===== src/rtl/motoro3_deadtime_gate_if.sv =====
// rtl/motoro3_deadtime_gate_if.sv - request/gate-drive bundle between commutation logic and motoro3_deadtime_gate
interface motoro3_deadtime_gate_if #(
    parameter int DT_W = 8
);
    logic [1:0]      reqA;
    logic [1:0]      reqB;
    logic [1:0]      reqC;
    logic [DT_W-1:0] dtCycles;
    logic            flt;
    logic            fltClr;
    logic            aH;
    logic            aL;
    logic            bH;
    logic            bL;
    logic            cH;
    logic            cL;
    logic            fltLatched;
    logic            reqErr;
    logic            busy;

    modport master (
        output reqA, reqB, reqC, dtCycles, flt, fltClr,
        input  aH, aL, bH, bL, cH, cL, fltLatched, reqErr, busy
    );

    modport slave (
        input  reqA, reqB, reqC, dtCycles, flt, fltClr,
        output aH, aL, bH, bL, cH, cL, fltLatched, reqErr, busy
    );
endinterface


===== src/rtl/motoro3_deadtime_gate.sv =====
// rtl/motoro3_deadtime_gate.sv - three-phase gate drive with dead-time insertion, fault latch and sticky request error
// Optional minimum on-time enforcement is enabled by defining MOTORO3_DT_MIN_ON_EN.
module motoro3_deadtime_gate #(
`ifdef MOTORO3_DT_MIN_ON_EN
    parameter int MIN_ON = 4,
`endif
    parameter int DT_W   = 8
) (
    input  logic                   clk,
    input  logic                   rst,
    motoro3_deadtime_gate_if.slave gate
);
    typedef enum logic [1:0] {
        ST_OFF = 2'd0,
        ST_HI  = 2'd1,
        ST_LO  = 2'd2
    } state_e;

    localparam logic [1:0] REQ_HI  = 2'b10;
    localparam logic [1:0] REQ_LO  = 2'b01;
    localparam logic [1:0] REQ_ILL = 2'b11;

    logic [1:0]      req [3];
    state_e          state_q [3];
    state_e          state_d [3];
    logic [DT_W-1:0] cnt_q [3];
    logic [DT_W-1:0] cnt_d [3];
    logic            flt_latched_q;
    logic            flt_latched_d;
    logic            req_err_q;
    logic            req_err_d;
    logic            force_off;
    logic [2:0]      leave_ok;
    logic [2:0]      drv_h;
    logic [2:0]      drv_l;
    logic [2:0]      pend;

    assign req[0]    = gate.reqA;
    assign req[1]    = gate.reqB;
    assign req[2]    = gate.reqC;
    // The raw fault input forces OFF on the very next edge, before the latch itself is visible.
    assign force_off = gate.flt | flt_latched_q;

    always_ff @(posedge clk) begin
        if (rst) begin
            for (int i = 0; i < 3; i++) begin
                state_q[i] <= ST_OFF;
                cnt_q[i]   <= '0;
            end
            flt_latched_q <= 1'b0;
            req_err_q     <= 1'b0;
        end else begin
            for (int i = 0; i < 3; i++) begin
                state_q[i] <= state_d[i];
                cnt_q[i]   <= cnt_d[i];
            end
            flt_latched_q <= flt_latched_d;
            req_err_q     <= req_err_d;
        end
    end

`ifdef MOTORO3_DT_MIN_ON_EN
    localparam int ON_W = (MIN_ON > 1) ? $clog2(MIN_ON) : 1;

    logic [ON_W-1:0] on_tmr_q [3];
    logic [ON_W-1:0] on_tmr_d [3];

    always_ff @(posedge clk) begin
        if (rst) begin
            for (int i = 0; i < 3; i++) begin
                on_tmr_q[i] <= '0;
            end
        end else begin
            for (int i = 0; i < 3; i++) begin
                on_tmr_q[i] <= on_tmr_d[i];
            end
        end
    end

    // Timer sits at zero while OFF, so it starts from zero on every entry to HI or LO.
    always_comb begin
        for (int i = 0; i < 3; i++) begin
            on_tmr_d[i] = on_tmr_q[i];
            leave_ok[i] = int'(on_tmr_q[i]) >= (MIN_ON - 1);
            if (state_q[i] == ST_OFF) begin
                on_tmr_d[i] = '0;
            end else if (!leave_ok[i]) begin
                on_tmr_d[i] = on_tmr_q[i] + ON_W'(1);
            end
        end
    end
`else
    assign leave_ok = 3'b111;
`endif

    always_comb begin
        flt_latched_d = flt_latched_q;
        req_err_d     = req_err_q;
        if (gate.fltClr && !gate.flt) begin
            flt_latched_d = 1'b0;
            req_err_d     = 1'b0;
        end
        if (gate.flt) begin
            flt_latched_d = 1'b1;
        end
        for (int i = 0; i < 3; i++) begin
            if (req[i] == REQ_ILL) begin
                req_err_d = 1'b1;
            end
        end

        for (int i = 0; i < 3; i++) begin
            state_d[i] = state_q[i];
            cnt_d[i]   = cnt_q[i];
            if (force_off) begin
                state_d[i] = ST_OFF;
                cnt_d[i]   = '0;
            end else begin
                case (state_q[i])
                    ST_OFF: begin
                        if (cnt_q[i] != '1) begin
                            cnt_d[i] = cnt_q[i] + DT_W'(1);
                        end
                        if (cnt_q[i] >= gate.dtCycles) begin
                            if (req[i] == REQ_HI) begin
                                state_d[i] = ST_HI;
                            end else if (req[i] == REQ_LO) begin
                                state_d[i] = ST_LO;
                            end
                        end
                    end
                    ST_HI: begin
                        if (req[i] != REQ_HI && leave_ok[i]) begin
                            state_d[i] = ST_OFF;
                            cnt_d[i]   = '0;
                        end
                    end
                    ST_LO: begin
                        if (req[i] != REQ_LO && leave_ok[i]) begin
                            state_d[i] = ST_OFF;
                            cnt_d[i]   = '0;
                        end
                    end
                    default: begin
                        state_d[i] = ST_OFF;
                        cnt_d[i]   = '0;
                    end
                endcase
            end
        end
    end

    always_comb begin
        drv_h = '0;
        drv_l = '0;
        pend  = '0;
        for (int i = 0; i < 3; i++) begin
            drv_h[i] = (state_q[i] == ST_HI);
            drv_l[i] = (state_q[i] == ST_LO);
            pend[i]  = (state_q[i] == ST_OFF) && ((req[i] == REQ_HI) || (req[i] == REQ_LO));
        end
    end

    assign gate.aH         = drv_h[0];
    assign gate.aL         = drv_l[0];
    assign gate.bH         = drv_h[1];
    assign gate.bL         = drv_l[1];
    assign gate.cH         = drv_h[2];
    assign gate.cL         = drv_l[2];
    assign gate.fltLatched = flt_latched_q;
    assign gate.reqErr     = req_err_q;
    assign gate.busy       = |pend;

    always_ff @(posedge clk) begin
        if (!rst) begin
            assert ((drv_h & drv_l) == 3'b000);
        end
    end
endmodule


===== src/flat_wrapper.sv =====
// flat-port wrapper written by rule: the top's interface ports become plain ports
module motoro3_deadtime_gate_flat 
#(

    parameter int DT_W   = 8
)
  (clk, rst, gate_reqA, gate_reqB, gate_reqC, gate_dtCycles, gate_flt, gate_fltClr, gate_aH, gate_aL, gate_bH, gate_bL, gate_cH, gate_cL, gate_fltLatched, gate_reqErr, gate_busy);
  motoro3_deadtime_gate_if #(.DT_W(DT_W)) gate_i ();
  input  logic clk;
  input  logic rst;
  input wire logic [$bits(gate_i.reqA)-1:0] gate_reqA;
  input wire logic [$bits(gate_i.reqB)-1:0] gate_reqB;
  input wire logic [$bits(gate_i.reqC)-1:0] gate_reqC;
  input wire logic [$bits(gate_i.dtCycles)-1:0] gate_dtCycles;
  input wire logic [$bits(gate_i.flt)-1:0] gate_flt;
  input wire logic [$bits(gate_i.fltClr)-1:0] gate_fltClr;
  output wire logic [$bits(gate_i.aH)-1:0] gate_aH;
  output wire logic [$bits(gate_i.aL)-1:0] gate_aL;
  output wire logic [$bits(gate_i.bH)-1:0] gate_bH;
  output wire logic [$bits(gate_i.bL)-1:0] gate_bL;
  output wire logic [$bits(gate_i.cH)-1:0] gate_cH;
  output wire logic [$bits(gate_i.cL)-1:0] gate_cL;
  output wire logic [$bits(gate_i.fltLatched)-1:0] gate_fltLatched;
  output wire logic [$bits(gate_i.reqErr)-1:0] gate_reqErr;
  output wire logic [$bits(gate_i.busy)-1:0] gate_busy;
  assign gate_i.reqA = gate_reqA;
  assign gate_i.reqB = gate_reqB;
  assign gate_i.reqC = gate_reqC;
  assign gate_i.dtCycles = gate_dtCycles;
  assign gate_i.flt = gate_flt;
  assign gate_i.fltClr = gate_fltClr;
  assign gate_aH = gate_i.aH;
  assign gate_aL = gate_i.aL;
  assign gate_bH = gate_i.bH;
  assign gate_bL = gate_i.bL;
  assign gate_cH = gate_i.cH;
  assign gate_cL = gate_i.cL;
  assign gate_fltLatched = gate_i.fltLatched;
  assign gate_reqErr = gate_i.reqErr;
  assign gate_busy = gate_i.busy;
  motoro3_deadtime_gate #(.DT_W(DT_W)) u_core (.clk(clk), .rst(rst), .gate(gate_i));
endmodule

===== config.mk =====
export PLATFORM = sky130hd
export DESIGN_NAME = motoro3_deadtime_gate_flat
export DESIGN_NICKNAME = d
export VERILOG_FILES = /design/src/rtl/motoro3_deadtime_gate_if.sv /design/src/rtl/motoro3_deadtime_gate.sv /design/src/flat_wrapper.sv
export SDC_FILE = /design/constraint.sdc
export NUM_CORES = 1
export LEC_CHECK = 0
export BUFFER_PORTS_ARGS = -buffer_cell sky130_fd_sc_hd__buf_2
export CORE_UTILIZATION = 25
export CTS_BUF_LIST = sky130_fd_sc_hd__clkbuf_8
export DETAILED_ROUTE_END_ITERATION = 16
export GPL_ROUTABILITY_DRIVEN = 0
export PLACE_DENSITY = 0.38
export SYNTH_ARGS = -nofsm -noshare
export SYNTH_HDL_FRONTEND = slang
export SYNTH_SLANG_ARGS = --single-unit

===== constraint.sdc =====
create_clock -name clk -period 1.6 [get_ports clk]
set_input_delay 0.24 -clock clk [delete_from_list [all_inputs] [get_ports clk]]
set_output_delay 0.24 -clock clk [all_outputs]
set_load 0.01 [all_outputs]

==> flow_metrics.tcl, run 1 <==
set metrics [dict create \
    finClkSkew_ps 1.78 \
    crit_start "u_core.cnt_q[0][6]$_SDFFE_PP0P_" \
    drt_first_pass_iters 4 \
    die_h_um 96.7 \
    slew_viol_final 0 \
    tightest_slew_ps 382 \
    min_period_ps 1600 \
    grt_max_degree 10 \
    total_power_uw 1720 \
    postRouteAntennaNets 0 \
    required_ps 1820 \
    timing.final.ws_setup_ps -0.907 \
    yosysWarningCount 0 \
    crit_path_top_delay_cell "or4_1" \
    htreeDepth 2 \
    holdCritStartpoint "rst" \
    end_kind "flop" \
    cts_root_buffer "clkbuf_8" \
    power_switching_uw 450 \
    syn-num-nets 321 \
    drc_errors 0 \
    setup.worst_path.start_class "flop" \
    hold_viol 0 \
    grt_pass1_wl_um 10200 \
    max-clock-path-buffers 2 \
    io_buffers 26 \
    final_nets 398 \
    hold_class "input port to flop" \
    syn-mean-instance-area_um2 8.39 \
    cts_tree "done" \
    violations "setup timing" \
    coreArea_um2 8680 \
    synth-seq-cells 32 \
    leakage_uw 0.00139 \
    yosys.area.top_type "dfxtp_1" \
    pre_cts_slack_ps -161 \
    drtIter0Drc 100 \
    synth_top_area_share_pct 28.6 \
    timing.fmax_mhz 625 \
    initial_core_util_pct 25.8 \
    synth_flop_cell "dfxtp_1" \
    yosysUniqueCellTypes 43 \
    post_dp_cell_area_um2 2810 \
    synthCells 267 \
    routed_wl_um 6000 \
    worstReg2RegStart "u_core.cnt_q[0][6]$_SDFFE_PP0P_" \
    cp_max_fo 3 \
    numCtsBuffers 5 \
    vias 2073 \
    critPathKind "flop to flop" \
    fin_util_pct 35.8 \
    clk_pin_slew_worst_paths_ps 70 \
    grt_usage_pct 13.7 \
    crit_path_max_incr_delay_ps 420 \
    finalSetupViolCount 1 \
    antenna_found_initial 0 \
    path_cells "ha_4 -> nand3_2 -> nor4b_2 -> a2bb2oi_1 -> or4_1 -> a21oi_2" \
    regArea_um2 661 \
    power_frac_clock_pct 38.1 \
    ir_drop_uv 206 \
    ys_seq_area_share_pct 28.6 \
    outcome "complete, but fails checks" \
    ys_top_cells_by_area "dfxtp_1, ha_1, xnor2_1, nor2_1, a21oi_1" \
    grt_pass1_vias 2051 \
    fin_crit_sh_pct 100 \
    place_hpwl_um 4770 \
    num_io_pins 27 \
    drive_above_1_share_pct 35.1 \
    swShare_pct 26.2 \
    rsz0062_at_grt "yes" \
    multi_input_area_um2 1660 \
    max-slew-margin-rel_pct 73.9 \
    p_int_uw 1270 \
    die_area_um2 9350 \
    cp.arrival_ps 1830 \
    synth_edf_count 0 \
    antenna-diode-count 0 \
    avgRoutedWirePerCell_um 13.2 \
    fillers 939 \
    seq_power_share_pct 47.2 \
    cellPowerDensity_nw_per_um2 554 \
    area_growth_pct 38.5 \
    power_frac_comb_pct 14.7 \
    routed_via_density 4.58 \
    cts.sinks 32 \
    syn_area_um2 2240 \
    synth-async-reset-ratio_pct 0 \
    max_cap_viol_count 0 \
    gr-total-overflow 0 \
    clock_latency_ps 290 \
    row_count 34 \
    postCtsHoldBufs 0 \
    die_w_um 96.7 \
    postLayoutCellArea_um2 3100 \
]
layout by cell type, fill, tap and decap left out, drive strengths merged, types with 2 or more instances in the layout:
cell type	synthesis	final
or3	2	2
and3	3	3
and2	4	4
nand4b	3	3
nand3b	3	3
nor2	29	29
xor2	5	5
a31o	2	2
a21o	3	3
clkbuf	0	6
nor2b	8	8
and4	2	2
nand3	12	12
nor3	6	6
xnor2	14	14
o21ai	10	10
nand2	21	21
a211o	2	2
a21boi	2	2
dfxtp	32	32
buf	2	72
a21oi	21	21
ha	36	36
a2111oi	2	2
nand4	6	6
inv	19	21
o211ai	2	2
a211oi	3	3
nand2b	3	3
per-stage QoR:
stage	hold WS, ps	std cells	TNS, ps
global placement	457	441	-587
floorplan	309	267	0
CTS	143	450	-9.46
finish	155	453	-0.907
detailed placement	452	441	-682
global route	158	453	-1030
cell type report:
cell class | count | share of cell area [%]
multi-input cells | 214 | 53.6
repair buffers | 72 | 15.6
clock buffers | 6 | 2.66
inverters | 19 | 2.30
well taps | 108 | 4.35
flip-flops and latches | 32 | 21.3
clock inverters | 2 | 0.242
per-layer routing:
layer | vias to the layer above | wire length (um) | track usage, %
met5 | - | 0 | 0
met4 | 0 | 64 | 3.44
met3 | 5 | 153 | 2.96
met2 | 22 | 2790 | 22.4
met1 | 946 | 2990 | 18.2
li1 | 1100 | - | -
power groups by stage:
stage	clock network [uW]	logic, uW	registers (uW)
after floorplan	0	106	835
final	655	253	813
after global placement	0	229	832
after CTS	677	241	813
after detailed placement	0	230	832
after global routing	739	287	814
kinds of logic after synthesis:
family / share of synthesized area [%]
AO/OA/AOI/OAI: 14.9
XOR/XNOR: 7.43
adder cells (fa/ha/maj): 20.1
buffers and inverters: 3.91
flip-flops: 28.6
AND/OR/NAND/NOR: 25.1
flip-flops by register name, summed over array words and instances, names as in the netlist:
register	flops
u_core.gate.reqErr	1
u_core.gate.fltLatched	1
u_core.state_q	6
u_core.cnt_q	24
worst max-delay path, delay by kind of cell (launching register included):
family	cells	cell delay, ps
AOI/OAI and AO/OA	2	230
adders and majority gates	1	290
DFF	1	340
and+or+nand+nor	3	680
timing repair:
action	CTS	global route
endpoints found under the setup margin	14	28
setup buffers	1	3
resized for setup	18	25
pin swaps	5	19
hold endpoints to repair	0	0
cells in the mapped netlist, drive strengths merged (2+ instances only):
cell	n
dfxtp	32
inv	19
and4	2
o211ai	2
a2111oi	2
a211oi	3
nand3b	3
and3	3
buf	2
a21o	3
a31o	2
or3	2
nand4b	3
ha	36
nor3	6
and2	4
nand4	6
xor2	5
xnor2	14
nand3	12
a211o	2
a21boi	2
nor2	29
nand2	21
nand2b	3
a21oi	21
o21ai	10
nor2b	8
final timing paths:
check,end,cells after the start,slack (ps)
max,u_core.state_q[0][1]$_SDFFE_PP0P_,6,-0.9
min,u_core.gate.reqErr$_SDFFE_PP0P_,2,150
max reg2reg,u_core.state_q[0][1]$_SDFFE_PP0P_,6,-0.9
min reg2reg,u_core.gate.reqErr$_SDFFE_PP0P_,2,480
Power figures use the tool's default switching activity.
==> run 2: changes to the inputs <==
CAP_MARGIN = 5   (was default)
PLACE_DENSITY = 0.49   (was 0.38)
SKIP_LAST_GASP = 1   (was default)
==> flow_metrics.tcl, run 2 (synthesis results as in run 1) <==
set metrics [dict create \
    vias 2087 \
    total_power_uw 1730 \
    cp_max_fo 3 \
    drive_above_1_share_pct 33.6 \
    largest_register_ffs 24 \
    io_buffers 26 \
    power_frac_comb_pct 14.8 \
    finalSetupViolCount 1 \
    grt_usage_pct 12.5 \
    grt_max_degree 10 \
    tightest_slew_ps 316 \
    hold_class "input port to flop" \
    drtIter0Drc 74 \
    reg2reg_slack_ps -30 \
    setup.worst_path.start_class "flop" \
    slew_viol_final 0 \
    crit_start "u_core.cnt_q[0][7]$_SDFFE_PP0P_" \
    grt_pass1_wl_um 9350 \
    postRouteAntennaNets 0 \
    coreArea_um2 8680 \
    outcome "complete, but fails checks" \
    htreeDepth 2 \
    critPathKind "flop to flop" \
    power_frac_clock_pct 38.3 \
    swShare_pct 26.6 \
    cts_root_buffer "clkbuf_8" \
    num_io_pins 27 \
    die_w_um 96.7 \
    antenna_found_initial 0 \
    max-clock-path-buffers 2 \
    die_area_um2 9350 \
    drt_first_pass_iters 4 \
    final_common_cell "buf_4" \
    fin_crit_sh_pct 102 \
    final_cell_mix "buf_4, nor2_1, ha_1" \
    fillers 919 \
    p_int_uw 1270 \
    rsz0062_at_grt "yes" \
    dp.cells 436 \
    top_register "u_core.cnt_q" \
    die_h_um 96.7 \
    violations "setup timing" \
    timing.final.ws_setup_ps -30.0 \
    pre_cts_slack_ps -191 \
    min_period_ps 1630 \
    ir_drop_uv 211 \
    row_count 34 \
    area_growth_pct 37.8 \
    clk_pin_slew_worst_paths_ps 70 \
    worstReg2RegStart "u_core.cnt_q[0][7]$_SDFFE_PP0P_" \
    routed_wl_um 5670 \
    grt_pass1_vias 2027 \
    cts_tree "done" \
    power_switching_uw 460 \
    holdCritStartpoint "rst" \
    timing.fmax_mhz 613 \
    final_nets 392 \
    postLayoutCellArea_um2 3090 \
    clock_latency_ps 290 \
    place_hpwl_um 4440 \
    numCtsBuffers 5 \
    gr-total-overflow 0 \
    antenna-diode-count 0 \
    finClkSkew_ps 6.39 \
    end_kind "flop" \
    cts.sinks 32 \
    avgRoutedWirePerCell_um 12.7 \
    cp.arrival_ps 1850 \
    reg_top3 "u_core.cnt_q (24), u_core.state_q (6)" \
    max_cap_viol_count 0 \
    required_ps 1820 \
    leakage_uw 0.00135 \
    seq_power_share_pct 47.0 \
    routed_via_density 4.67 \
    post_dp_cell_area_um2 2770 \
    drc_errors 0 \
    cellPowerDensity_nw_per_um2 560 \
    max-slew-margin-rel_pct 78.4 \
    hold_viol 0 \
    initial_core_util_pct 25.8 \
    final_cell_count_no_fill 447 \
]
## run 2: power groups by stage
stage	registers [uW]	logic, uW	clock network, uW
2_1_floorplan	835	106	0
3_3_place_gp	832	219	0
3_5_place_dp	832	220	0
4_1_cts	811	229	675
5_1_grt	814	287	707
6_report	813	255	663
## run 2: what timing repair did
| item | CTS | global route |
|---|---|---|
| pin swaps | 2 | 24 |
| endpoints found under the setup margin | 6 | 22 |
| buffers inserted | 0 | 3 |
| hold endpoints to repair | 0 | 0 |
| hold buffers | 0 | 0 |
| gates resized for setup | 14 | 32 |
## run 2: area by class of cell
| cell class | instances | area, um^2 | share of cell area [%] |
|---|---|---|---|
| multi-input combinational | 214 | 1690 | 54.8 |
| clock buffer | 6 | 82.6 | 2.67 |
| sequential | 32 | 657 | 21.3 |
| inverter | 19 | 71.3 | 2.31 |
| tap | 108 | 135 | 4.38 |
| clock inverter | 2 | 7.51 | 0.243 |
| timing repair buffer | 66 | 442 | 14.3 |
## run 2: worst paths after layout
path                                        to  cells after the start
max reg2reg  u_core.state_q[0][1]$_SDFFE_PP0P_                      6
min            u_core.gate.reqErr$_SDFFE_PP0P_                      2
min reg2reg    u_core.gate.reqErr$_SDFFE_PP0P_                      2
max          u_core.state_q[0][1]$_SDFFE_PP0P_                      6
## run 2: stage by stage
stage / TNS (ps) / hold slack (ps) / utilization (%)
finish: -30.0 / 154 / 35.6
global route: -167 / 147 / 35.6
CTS: -43.6 / 147 / 33.6
detailed placement: -452 / 452 / 31.9
global placement: -453 / 453 / 31.9
floorplan: 0 / 309 / -
## run 2: worst max-delay path, stage by stage (launching register included)
cell and delay (ps):
dfxtp_2 340, ha_4 280, nand3_2 70, nor4b_2 210, a2bb2oi_1 110, or4_1 420, a21oi_2 130
## run 2: metal layers
metal / vias to the layer above / routed length, um / GRT usage [%]
met1: 953 / 2810 / 16.9
met5: - / 0 / 0
met3: 8 / 191 / 2.82
li1: 1093 / - / -
met4: 0 / 99 / 4.36
met2: 33 / 2560 / 19.7
